### src/rtl/mips_pkg.sv
// Shared MIPS definitions: opcode constants, fetch FSM encoding and word widths.
// Used by the fetch stage and by controlUnit.
package mips_pkg;

    localparam int INSTR_W = 32;

    localparam logic [5:0] OP_RTYPE = 6'b000000;
    localparam logic [5:0] OP_LW    = 6'b100011;
    localparam logic [5:0] OP_SW    = 6'b101011;
    localparam logic [5:0] OP_BEQ   = 6'b000100;

    typedef enum logic [1:0] {
        S_IDLE  = 2'd0,
        S_FETCH = 2'd1,
        S_STALL = 2'd2,
        S_DRAIN = 2'd3
    } fetch_state_t;

endpackage

### src/rtl/mips_fetch_stage_if_id_reg.sv
// IF/ID pipeline register holding {valid, instr, pc4}.
// Flush beats load; an invalid entry always carries a zero instruction word.
module if_id_reg
    import mips_pkg::*;
#(
    parameter int ADDR_W = 32
) (
    input  logic               clk,
    input  logic               rst_n,
    input  logic               load,
    input  logic               flush,
    input  logic [INSTR_W-1:0] new_instr,
    input  logic [ADDR_W-1:0]  new_pc4,
    output logic               valid,
    output logic [INSTR_W-1:0] instr,
    output logic [ADDR_W-1:0]  pc4
);

    logic               valid_reg;
    logic [INSTR_W-1:0] instr_reg;
    logic [ADDR_W-1:0]  pc4_reg;

    always_ff @(posedge clk) begin
        if (!rst_n) begin
            valid_reg <= 1'b0;
            instr_reg <= '0;
            pc4_reg   <= '0;
        end else if (flush) begin
            valid_reg <= 1'b0;
            instr_reg <= '0;
            pc4_reg   <= '0;
        end else if (load) begin
            valid_reg <= 1'b1;
            instr_reg <= new_instr;
            pc4_reg   <= new_pc4;
        end
    end

    assign valid = valid_reg;
    assign instr = instr_reg;
    assign pc4   = pc4_reg;

endmodule

### src/rtl/mips_fetch_stage.sv
// MIPS instruction fetch with one outstanding imem request, stall, redirect and drain.
// Define FETCH_PERF_CNT_EN to build the fetch/stall performance counters.
module mips_fetch_stage
    import mips_pkg::*;
#(
    parameter int                ADDR_W   = 32,
    parameter logic [ADDR_W-1:0] RESET_PC = '0
) (
    input  logic               clk,
    input  logic               rst_n,
    output logic               imem_req,
    output logic [ADDR_W-1:0]  imem_addr,
    input  logic               imem_ready,
    input  logic [INSTR_W-1:0] imem_rdata,
    input  logic               id_stall,
    input  logic               branch_taken,
    input  logic [ADDR_W-1:0]  branch_target,
    output logic               if_id_valid,
    output logic [INSTR_W-1:0] if_id_instr,
    output logic [5:0]         ins_opCode,
    output logic [ADDR_W-1:0]  if_id_pc4,
    output logic [31:0]        perf_fetch_cnt,
    output logic [31:0]        perf_stall_cnt
);

    localparam logic [ADDR_W-1:0] PC_STEP    = ADDR_W'(4);
    localparam logic [ADDR_W-1:0] ALIGN_MASK = ~ADDR_W'(3);

    fetch_state_t      state_reg;
    logic [ADDR_W-1:0] pc_reg;
    logic [ADDR_W-1:0] target_reg;

    logic              load_en;
    logic              load_ifid;
    logic              flush_ifid;
    logic [ADDR_W-1:0] pc_plus4;
    logic [ADDR_W-1:0] branch_pc;

    assign load_en   = !if_id_valid || !id_stall;
    assign pc_plus4  = pc_reg + PC_STEP;
    assign branch_pc = branch_target & ALIGN_MASK;

    // Request is withheld while decode is stalled, so a response can never
    // arrive with nowhere to go. A drain keeps requesting the abandoned pc.
    assign imem_req  = ((state_reg == S_FETCH) && load_en) || (state_reg == S_DRAIN);
    assign imem_addr = pc_reg;

    assign load_ifid = (state_reg == S_FETCH) && imem_req && imem_ready && !branch_taken;

    // An entry that decode takes this cycle and is not replaced becomes a bubble.
    assign flush_ifid = branch_taken || (!load_ifid && if_id_valid && !id_stall);

    always_ff @(posedge clk) begin
        if (!rst_n) begin
            state_reg  <= S_IDLE;
            pc_reg     <= RESET_PC;
            target_reg <= '0;
        end else begin
            case (state_reg)
                S_IDLE: begin
                    state_reg <= S_FETCH;
                    if (branch_taken) begin
                        pc_reg <= branch_pc;
                    end
                end
                S_FETCH: begin
                    if (branch_taken) begin
                        if (imem_ready) begin
                            pc_reg <= branch_pc;
                        end else begin
                            target_reg <= branch_pc;
                            state_reg  <= S_DRAIN;
                        end
                    end else if (load_ifid) begin
                        pc_reg <= pc_plus4;
                    end else if (!load_en) begin
                        state_reg <= S_STALL;
                    end
                end
                S_STALL: begin
                    if (branch_taken) begin
                        pc_reg    <= branch_pc;
                        state_reg <= S_FETCH;
                    end else if (load_en) begin
                        state_reg <= S_FETCH;
                    end
                end
                S_DRAIN: begin
                    // The latest redirect wins, even one arriving with the response.
                    if (imem_ready) begin
                        pc_reg    <= branch_taken ? branch_pc : target_reg;
                        state_reg <= S_FETCH;
                    end else if (branch_taken) begin
                        target_reg <= branch_pc;
                    end
                end
                default: begin
                    state_reg <= S_IDLE;
                end
            endcase
        end
    end

    if_id_reg #(
        .ADDR_W(ADDR_W)
    ) u_if_id (
        .clk      (clk),
        .rst_n    (rst_n),
        .load     (load_ifid),
        .flush    (flush_ifid),
        .new_instr(imem_rdata),
        .new_pc4  (pc_plus4),
        .valid    (if_id_valid),
        .instr    (if_id_instr),
        .pc4      (if_id_pc4)
    );

    assign ins_opCode = if_id_instr[INSTR_W-1:INSTR_W-6];

`ifdef FETCH_PERF_CNT_EN
    logic [31:0] fetch_cnt_reg;
    logic [31:0] stall_cnt_reg;

    always_ff @(posedge clk) begin
        if (!rst_n) begin
            fetch_cnt_reg <= '0;
            stall_cnt_reg <= '0;
        end else begin
            if (load_ifid) begin
                fetch_cnt_reg <= fetch_cnt_reg + 32'd1;
            end
            if (state_reg == S_STALL) begin
                stall_cnt_reg <= stall_cnt_reg + 32'd1;
            end
        end
    end

    assign perf_fetch_cnt = fetch_cnt_reg;
    assign perf_stall_cnt = stall_cnt_reg;
`else
    assign perf_fetch_cnt = 32'h0;
    assign perf_stall_cnt = 32'h0;
`endif

endmodule

### config.mk
export PLATFORM = sky130hd
export DESIGN_NAME = mips_fetch_stage
export DESIGN_NICKNAME = d
export VERILOG_FILES = /design/src/rtl/mips_pkg.sv /design/src/rtl/mips_fetch_stage_if_id_reg.sv /design/src/rtl/mips_fetch_stage.sv
export SDC_FILE = /design/constraint.sdc
export NUM_CORES = 1
export LEC_CHECK = 0
export CORE_ASPECT_RATIO = 0.7
export CORE_MARGIN = 2
export CORE_UTILIZATION = 25
export DETAILED_ROUTE_END_ITERATION = 12
export HOLD_SLACK_MARGIN = 0.15
export SLEW_MARGIN = 30
export SYNTH_ARGS = -nofsm -noshare
export SYNTH_HDL_FRONTEND = slang
export SYNTH_HIERARCHICAL = 1
export SYNTH_SLANG_ARGS = --single-unit
### constraint.sdc
create_clock -name clk -period 5.15 [get_ports clk]
set_input_delay 0.7725 -clock clk [delete_from_list [all_inputs] [get_ports clk]]
set_output_delay 0.7725 -clock clk [all_outputs]
set_load 0.05 [all_outputs]
== After elaboration in Yosys (flattened, before gate mapping) ==
Index checks and enable logic that the tools add are counted.

* Bits in registers: 131
* Input bits: 69

* Bitwise gates (word level): 1
* Equality and inequality tests: 14
* Muxes and demuxes: 19
* $add $sub $neg: 1
* Reductions and logical operators: 20

{| class="wikitable"
|+ Operators with widths
! cell !! count
|-
| two-way mux 32 bit || 9
|-
| case mux 32 bit (3 select lines) || 1
|-
| case mux 32 bit (2 select lines) || 1
|-
| adder 32 x 3 -> 32 bit (second input constant) || 1
|-
| != test 3 bit (second input constant) || 6
|-
| two-way mux 2 bit || 7
|-
| != test 2 bit (second input constant) || 4
|-
| case mux 2 bit (4 select lines) || 1
|-
| AND reduction 4 bit || 2
|-
| logical AND 1 bit || 6
|-
| AND reduction 5 bit || 1
|-
| == test 2 bit (second input constant) || 2
|-
| zero test 1 bit || 4
|-
| OR reduction 2 bit || 2
|-
| logical OR 1 bit || 3
|-
| == test 2 x 1 -> 1 bit (second input constant) || 1
|-
| zero test 2 bit || 1
|-
| != test 2 x 1 -> 1 bit (second input constant) || 1
|-
| nonzero test 2 bit || 1
|-
| NOT 1 bit || 1
|}

== Logic depth before layout (Yosys ltp) ==
Gate-level depths: netlist of run 1.

* Word-level depth: 12
* Mapped depth: 9

== Modules after synthesis ==
The synthesis of run 1 kept the hierarchy.

{| class="wikitable"
|+ By module, submodules not included
! module !! cells an instance !! times used !! area each (sq um) !! seq. area each (sq um)
|-
| mips_fetch_stage || 613 || 1 || 4,421.7 || 1,321.3
|-
| if_id_reg || 210 || 1 || 2,323.5 || 1,301.2
|}

== Worst setup path after synthesis of run 1 ==
Ideal clock, no wire load.

* Path kind: register -> register
* Start point: reg pc_reg[2] (netlist: imem_addr[2])
* End point: reg u_if_id.pc4_reg[26] (netlist: u_if_id/pc4[26])
* Clock period less this slack: 2.371 ns
* Buffers on the path: 1
* Data required time: 5.033 ns
* Cell stages (with the launch flop): 9
* Data arrival time: 2.253 ns
* Slack: 2.779 ns
* Library setup time: 0.117 ns
* Path through: dfxtp_1 ha_1 inv_1 nor4_4 clkbuf_1 nand3_1 xnor2_1 mux2i_1 nor2_1

* Longest elaborated chain between the ends: 1

{| class="wikitable"
|+ Ends and longest elaborated chain
! item !! line !! text
|-
| from (decl) || mips_fetch_stage.sv:30 || <nowiki>logic [ADDR_W-1:0] pc_reg;</nowiki>
|-
| from (signal assigned) || mips_fetch_stage.sv:63 || <nowiki>pc_reg <= branch_pc;</nowiki>
|-
| from (signal assigned) || mips_fetch_stage.sv:69 || <nowiki>pc_reg <= branch_pc;</nowiki>
|-
| from (signal assigned) || mips_fetch_stage.sv:75 || <nowiki>pc_reg <= pc_plus4;</nowiki>
|-
| adder 32 x 3 -> 32 bit || mips_fetch_stage.sv:40 || <nowiki>assign pc_plus4 = pc_reg + PC_STEP;</nowiki>
|-
| via pc_plus4[26] || mips_fetch_stage.sv:36 || <nowiki>logic [ADDR_W-1:0] pc_plus4;</nowiki>
|-
| to (signal assigned) || mips_fetch_stage_if_id_reg.sv:35 || <nowiki>pc4_reg <= new_pc4;</nowiki>
|-
| to (decl) || mips_fetch_stage_if_id_reg.sv:21 || <nowiki>logic [ADDR_W-1:0] pc4_reg;</nowiki>
|}

The timed path passes the listed nets, and every way through them passes these cells.
A chain may end at the register's enable or synchronous reset.

== Worst setup path after layout of run 1 ==
* Start point: reg state_reg[1]
* End point: out imem_req

* Longest elaborated chain between the ends: 3
* Elaborated cells between the ends (all ways): 4
* Those cells by class: eq/ne: 2; reduce/logical: 2

{| class="wikitable"
|+ Ends and longest elaborated chain
! item !! line !! text
|-
| from (decl) || mips_fetch_stage.sv:29 || <nowiki>fetch_state_t state_reg;</nowiki>
|-
| from (signal assigned) || mips_fetch_stage.sv:55 || <nowiki>state_reg <= S_IDLE;</nowiki>
|-
| from (signal assigned) || mips_fetch_stage.sv:61 || <nowiki>state_reg <= S_FETCH;</nowiki>
|-
| from (signal assigned) || mips_fetch_stage.sv:72 || <nowiki>state_reg <= S_DRAIN;</nowiki>
|-
| == test 2 x 1 -> 1 bit || mips_fetch_stage.sv:45 || <nowiki>assign imem_req = ((state_reg == S_FETCH) && load_en) || (state_reg == S_DRAIN);</nowiki>
|-
| logical AND 1 bit || mips_fetch_stage.sv:45 ||
|-
| logical OR 1 bit * || mips_fetch_stage.sv:45 ||
|-
| to (decl) || mips_fetch_stage.sv:11 || <nowiki>output logic imem_req,</nowiki>
|}

Every way passes the cells marked *; elsewhere a longest branch is shown, timed or not.

==> flow_summary.yaml, run 1 <==
synthesis:
  yosysTopAreaCell: "dfxtp_1"
  synth_ff_type: "dfxtp_1"
  synthTopCellsByCount: "dfxtp_1 (131), nor2_1 (100), nand2_1 (96)"
  syn_avg_cell_area_um2: 8.20
  synthesis.area_um2: 6750
  yosys_warnings: 6
  synth_cell_types: 56
  synth.area.top_cells: "dfxtp_1 (39%), mux2i_1 (10%), buf_4 (8.1%)"
  synth_seq_cells: 131
  syn-instance-count: 823
  async_flop_share: 0
  ys_seq_area_frac: 0.389
  synth_top_area_frac: 0.389
  synth_edf_count: 0
  yosysMostFrequentCell: "dfxtp_1"
detailed_routing:
  drt-vias-per-instance: 4.57
  totalWireLength_um: 21700
  ant_nets: 0
  drtIter0Drc: 421
  wl_per_cell_um: 16.3
  via_count: 6095
  drc_errors: 0
  drtPass1Iterations: 6
final_layout:
  area_growth_pct: 34.2
  antenna_cells: 0
  drive_gt1_frac: 0.0701
  fillers: 2831
  num-nets-final: 1027
sta:
  finalHoldViolCount: 0
  fin_crit_sh: 0.638
  setup_tns_ns: 0
  finalSetupViolCount: 0
  timing.hold.ws_ns: 0.449
  slew_viol_final: 0
  max-slew-margin-rel: 0.414
  skew_ns: 0.00953
  max_freq_ghz: 0.304
  fin_crit_ns: 3.29
  fin_ws_ns: 1.86
  tightest_slew_ns: 0.874
  grt_setup_unrepaired: "no"
worst_setup_path:
  r2r_slack_ns: 2.28
  reg2reg_to: "u_if_id/pc4[19]$_SDFFE_PP0P_"
  cp-start-kind: "flop"
  critPathKind: "reg -> out"
  critPathArrivalTime_ns: 2.51
  required_ns: 4.38
  cp-end-kind: "primary output"
  r2r_cells: 7
  r2r-start: "state_reg[1]$_SDFFE_PN0P_"
  crit_fanout: 32
power_and_ir_drop:
  p_leak_nw: 3.20
  p_comb_frac: 0.167
  max-vdd-ir-drop_v: 0.000233
  pwr-share-seq: 0.377
  switching_share: 0.302
  powerDensity_nw_per_um2: 320
  netSwitchingPower_uw: 876
  power.internal_mw: 2.02
  clockPowerShare: 0.455
cts:
  cts.sinks: 131
  numCtsBuffers: 17
  clock_path_buffers: 2
  cts_hold_repair.buffers: 0
  clock_latency_ns: 0.43
  cts_tree: "yes"
  post_cts_buffers: 0
  cts_root_buf: "clkbuf_16"
  cts_resized: 0
  path_clk_slew_ns: 0.06
  htree_levels: 4
die:
  fp.dieArea_um2: 28300
  initial_core_util: 0.253
  row_count: 50
  die_h_um: 141
  pin_count: 237
  die_w_um: 200
  core_area_um2: 26700
hold_path:
  hp-start: "target_reg[24]$_SDFFE_PN0P_"
  hold_class: "reg -> reg"
  holdPathEnd: "target_reg[24]$_SDFFE_PN0P_"
  whs_path_depth: 2
placed_design:
  gp_congestion: 0.746
  portBuffers: 170
  dp.final_hpwl_um: 14900
  dp_slack_ns: 1.53
grt:
  grt_pass1_wl_um: 33300
  grt_max_degree: 41
  grt_pass1_vias: 5558
  grt.total_usage: 0.151
  antenna_found_initial: 3
  overflow: 0
run_status:
  status: "finished, final reports clean"
run:
  maxCapViolCount: 0
-- kinds of logic (layout without fill, tap and decap cells) --
group	Yosys count	after routing	share of synthesized area
and+or+nand+nor	296	296	0.202
AOI/OAI and AO/OA	149	149	0.132
buffers and inverters	147	231	0.134
DFF	131	131	0.389
muxes	69	69	0.102
xor gates and xnor gates	29	29	0.0377
adders and majority gates	1	1	0.00185
other	1	64	0.000556
-- area by class of cell --
cell class	count	area, µm²	share of cell area
Multi-Input combinational cell	608	3470	0.383
Sequential cell	131	2620	0.290
Tap cell	364	455	0.0503
Timing Repair Buffer	188	1840	0.203
Clock inverter	12	180	0.0199
Inverter	11	41.3	0.00456
Clock buffer	20	447	0.0493
-- critical path, stage by stage (launching register included) --
cell,delay (ns)
dfxtp_1,0.61
buf_4,0.46
o21a_1,0.21
clkdlybuf4s50_1,0.80
-- per-layer routing --
metal	GRT usage	routed length [µm]	up-vias
met5	0	45	-
li1	-	-	2960
met3	0.0439	1590	18
met2	0.234	9970	209
met1	0.207	9960	2902
met4	0.0370	162	6
-- power groups by stage --
stage	clock network, mW	registers (mW)	logic [mW]
6_report	1.32	1.09	0.486
5_1_grt	1.40	1.10	0.517
4_1_cts	1.36	1.09	0.487
3_5_place_dp	0	1.11	0.487
3_3_place_gp	0	1.11	0.483
2_1_floorplan	0	1.17	0.306
-- through the flow --
stage	cell area, µm²	cells	utilization	total power [mW]
2_1_floorplan	6980	886	-	1.48
3_3_place_gp	8430	1302	0.316	1.60
3_5_place_dp	8430	1302	0.316	1.60
4_1_cts	9050	1334	0.340	2.94
5_1_grt	9050	1334	0.340	3.02
6_report	9050	1334	0.340	2.90
-- worst max path at each step --
stage | start | endpoint
final | state_reg[1]$_SDFFE_PN0P_ | imem_req
after CTS | state_reg[1]$_SDFFE_PN0P_ | imem_req
after global placement | branch_taken | imem_addr[2]$_SDFFE_PN0P_
after detailed placement | branch_taken | imem_addr[2]$_SDFFE_PN0P_
after global routing | branch_taken | imem_addr[2]$_SDFFE_PN0P_
after floorplan | imem_addr[2]$_SDFFE_PN0P_ | u_if_id/pc4[26]$_SDFFE_PP0P_
-- cells in the final DEF, fill, tap and decap left out, types with 3 or more instances in the layout --
cell type	n
mux2i_1	69
dfxtp_1	131
xor2_1	7
nand2_1	96
o311ai_0	4
o22ai_1	3
a21oi_1	69
o2bb2ai_1	3
and3_1	8
nor4_1	3
xnor2_1	22
nor2_1	100
buf_4	18
o21ai_0	29
a22oi_1	3
conb_1	64
a31oi_1	10
clkdlybuf4s50_1	170
bufinv_16	4
and2_1	4
nand3_1	37
clkinv_4	3
inv_1	10
clkbuf_16	17
nor3_1	6
a21boi_0	3
a31o_2	9
nand4_1	17
Power figures use the tool's default switching activity.
==> run 2: changes to the inputs <==
clock period = 3 ns   (was 5.15 ns; I/O delays follow)
==> flow_summary.yaml, run 2 (synthesis gave the netlist of run 1 again) <==
grt:
  grt.total_usage: 0.150
  overflow: 0
  top_usage_layer: "met2"
  antenna_found_initial: 2
  grt_max_degree: 49
  use_met1: 0.204
  use_met2: 0.232
  grt_pass1_vias: 5662
  grt_pass1_wl_um: 32900
  met3_usage: 0.0466
detailed_routing:
  totalWireLength_um: 21800
  ant_nets: 0
  wl_per_cell_um: 16.1
  drtPass1Iterations: 5
  via_count: 6135
  drt-vias-per-instance: 4.53
  drc_errors: 0
  drtIter0Drc: 371
sta:
  fin_ws_ns: 0.677
  skew_ns: 0.00846
  tightest_slew_ns: 0.601
  grt_setup_unrepaired: "no"
  setup_tns_ns: 0
  slew_viol_final: 0
  max_freq_ghz: 0.430
  finalHoldViolCount: 0
  max-slew-margin-rel: 0.598
  finalSetupViolCount: 0
  fin_crit_ns: 2.32
  fin_crit_sh: 0.774
  timing.hold.ws_ns: 0.452
cts:
  htree_levels: 4
  numCtsBuffers: 17
  cts_resized: 0
  cts_hold_repair.buffers: 0
  clock_path_buffers: 2
  cts_tree: "yes"
  clock_latency_ns: 0.43
  cts_root_buf: "clkbuf_16"
  post_cts_buffers: 0
  cts.sinks: 131
  path_clk_slew_ns: 0.06
run_status:
  status: "finished, final reports clean"
final_layout:
  area_growth_pct: 37.9
  antenna_cells: 0
  stdcell_count: 1353
  final_common_cell: "clkdlybuf4s50_1"
  seq_area_um2: 2620
  num-nets-final: 1046
  drive_gt1_frac: 0.0890
  layout.cells.most_common_list: "clkdlybuf4s50_1 (169), dfxtp_1 (131), nor2_1 (100), nand2_1 (96)"
  fillers: 2800
  multi_input_area_um2: 3470
die:
  initial_core_util: 0.253
  fp.dieArea_um2: 28300
  die_h_um: 141
  core_area_um2: 26700
  pin_count: 237
  row_count: 50
  die_w_um: 200
worst_setup_path:
  cp-start-kind: "flop"
  critPathArrivalTime_ns: 2.67
  cp-end-kind: "flop"
  critPathKind: "reg -> reg"
  crit_fanout: 17
  required_ns: 3.35
placed_design:
  dp_cells: 1321
  dp_slack_ns: 0.354
  dp.final_hpwl_um: 15300
  gp_congestion: 0.763
  portBuffers: 170
power_and_ir_drop:
  powerDensity_nw_per_um2: 550
  p_leak_nw: 3.34
  max-vdd-ir-drop_v: 0.000400
  power_mw: 5.11
run:
  maxCapViolCount: 0
hold_path:
  hold_class: "reg -> reg"
run 2: changes by cell type in the layout (fill, tap and decap cells not counted), sizes merged:
cell,delta
buf,+20
clkdlybuf4s50,-1
inv,+1
bufinv,+1
clkinvlp,-1
clkinv,-1
run 2: area by class of cell:
cell class	instances	area share
sequential	131	0.282
clock buffer	20	0.0491
clock inverter	12	0.0218
tap	364	0.0490
timing repair buffer	207	0.221
multi-input combinational	608	0.373
inverter	11	0.00444
run 2: path summary, 6_finish.rpt:
kind                                                  start                            to  slack, ns  depth (start not counted)
worst max-delay path              imem_addr[3]$_SDFFE_PN0P_  u_if_id/pc4[30]$_SDFFE_PP0P_       0.68                          9
worst min-delay path            target_reg[24]$_SDFFE_PN0P_   target_reg[24]$_SDFFE_PN0P_       0.45                          2
worst max register to register    imem_addr[3]$_SDFFE_PN0P_  u_if_id/pc4[30]$_SDFFE_PP0P_       0.68                          9
worst min register to register  target_reg[24]$_SDFFE_PN0P_   target_reg[24]$_SDFFE_PN0P_       0.45                          2
run 2: metrics by stage:
step,utilization,cell area (µm²)
3_5_place_dp,0.324,8640
6_report,0.349,9300
5_1_grt,0.349,9300
3_3_place_gp,0.324,8640
2_1_floorplan,-,6980
4_1_cts,0.349,9300
run 2: per-layer routing:
metal,wire [µm],part of all wire
met5,26,0.0012
met2,9880,0.45
met4,225,0.010
met1,9980,0.46
met3,1640,0.076
run 2: power breakdown:
part / switching (mW) / internal (mW)
clock: 0.842 / 1.52
sequential: 0.0645 / 1.79
combinational: 0.596 / 0.293
total: 1.50 / 3.61
run 2: critical path, stage by stage (launching register included):
cell	delay (ns)
dfxtp_1	0.31
buf_4	0.14
ha_1	0.28
inv_1	0.17
nor4_4	0.36
buf_4	0.32
and4_1	0.28
xor2_1	0.17
mux2i_1	0.10
nor2_1	0.12
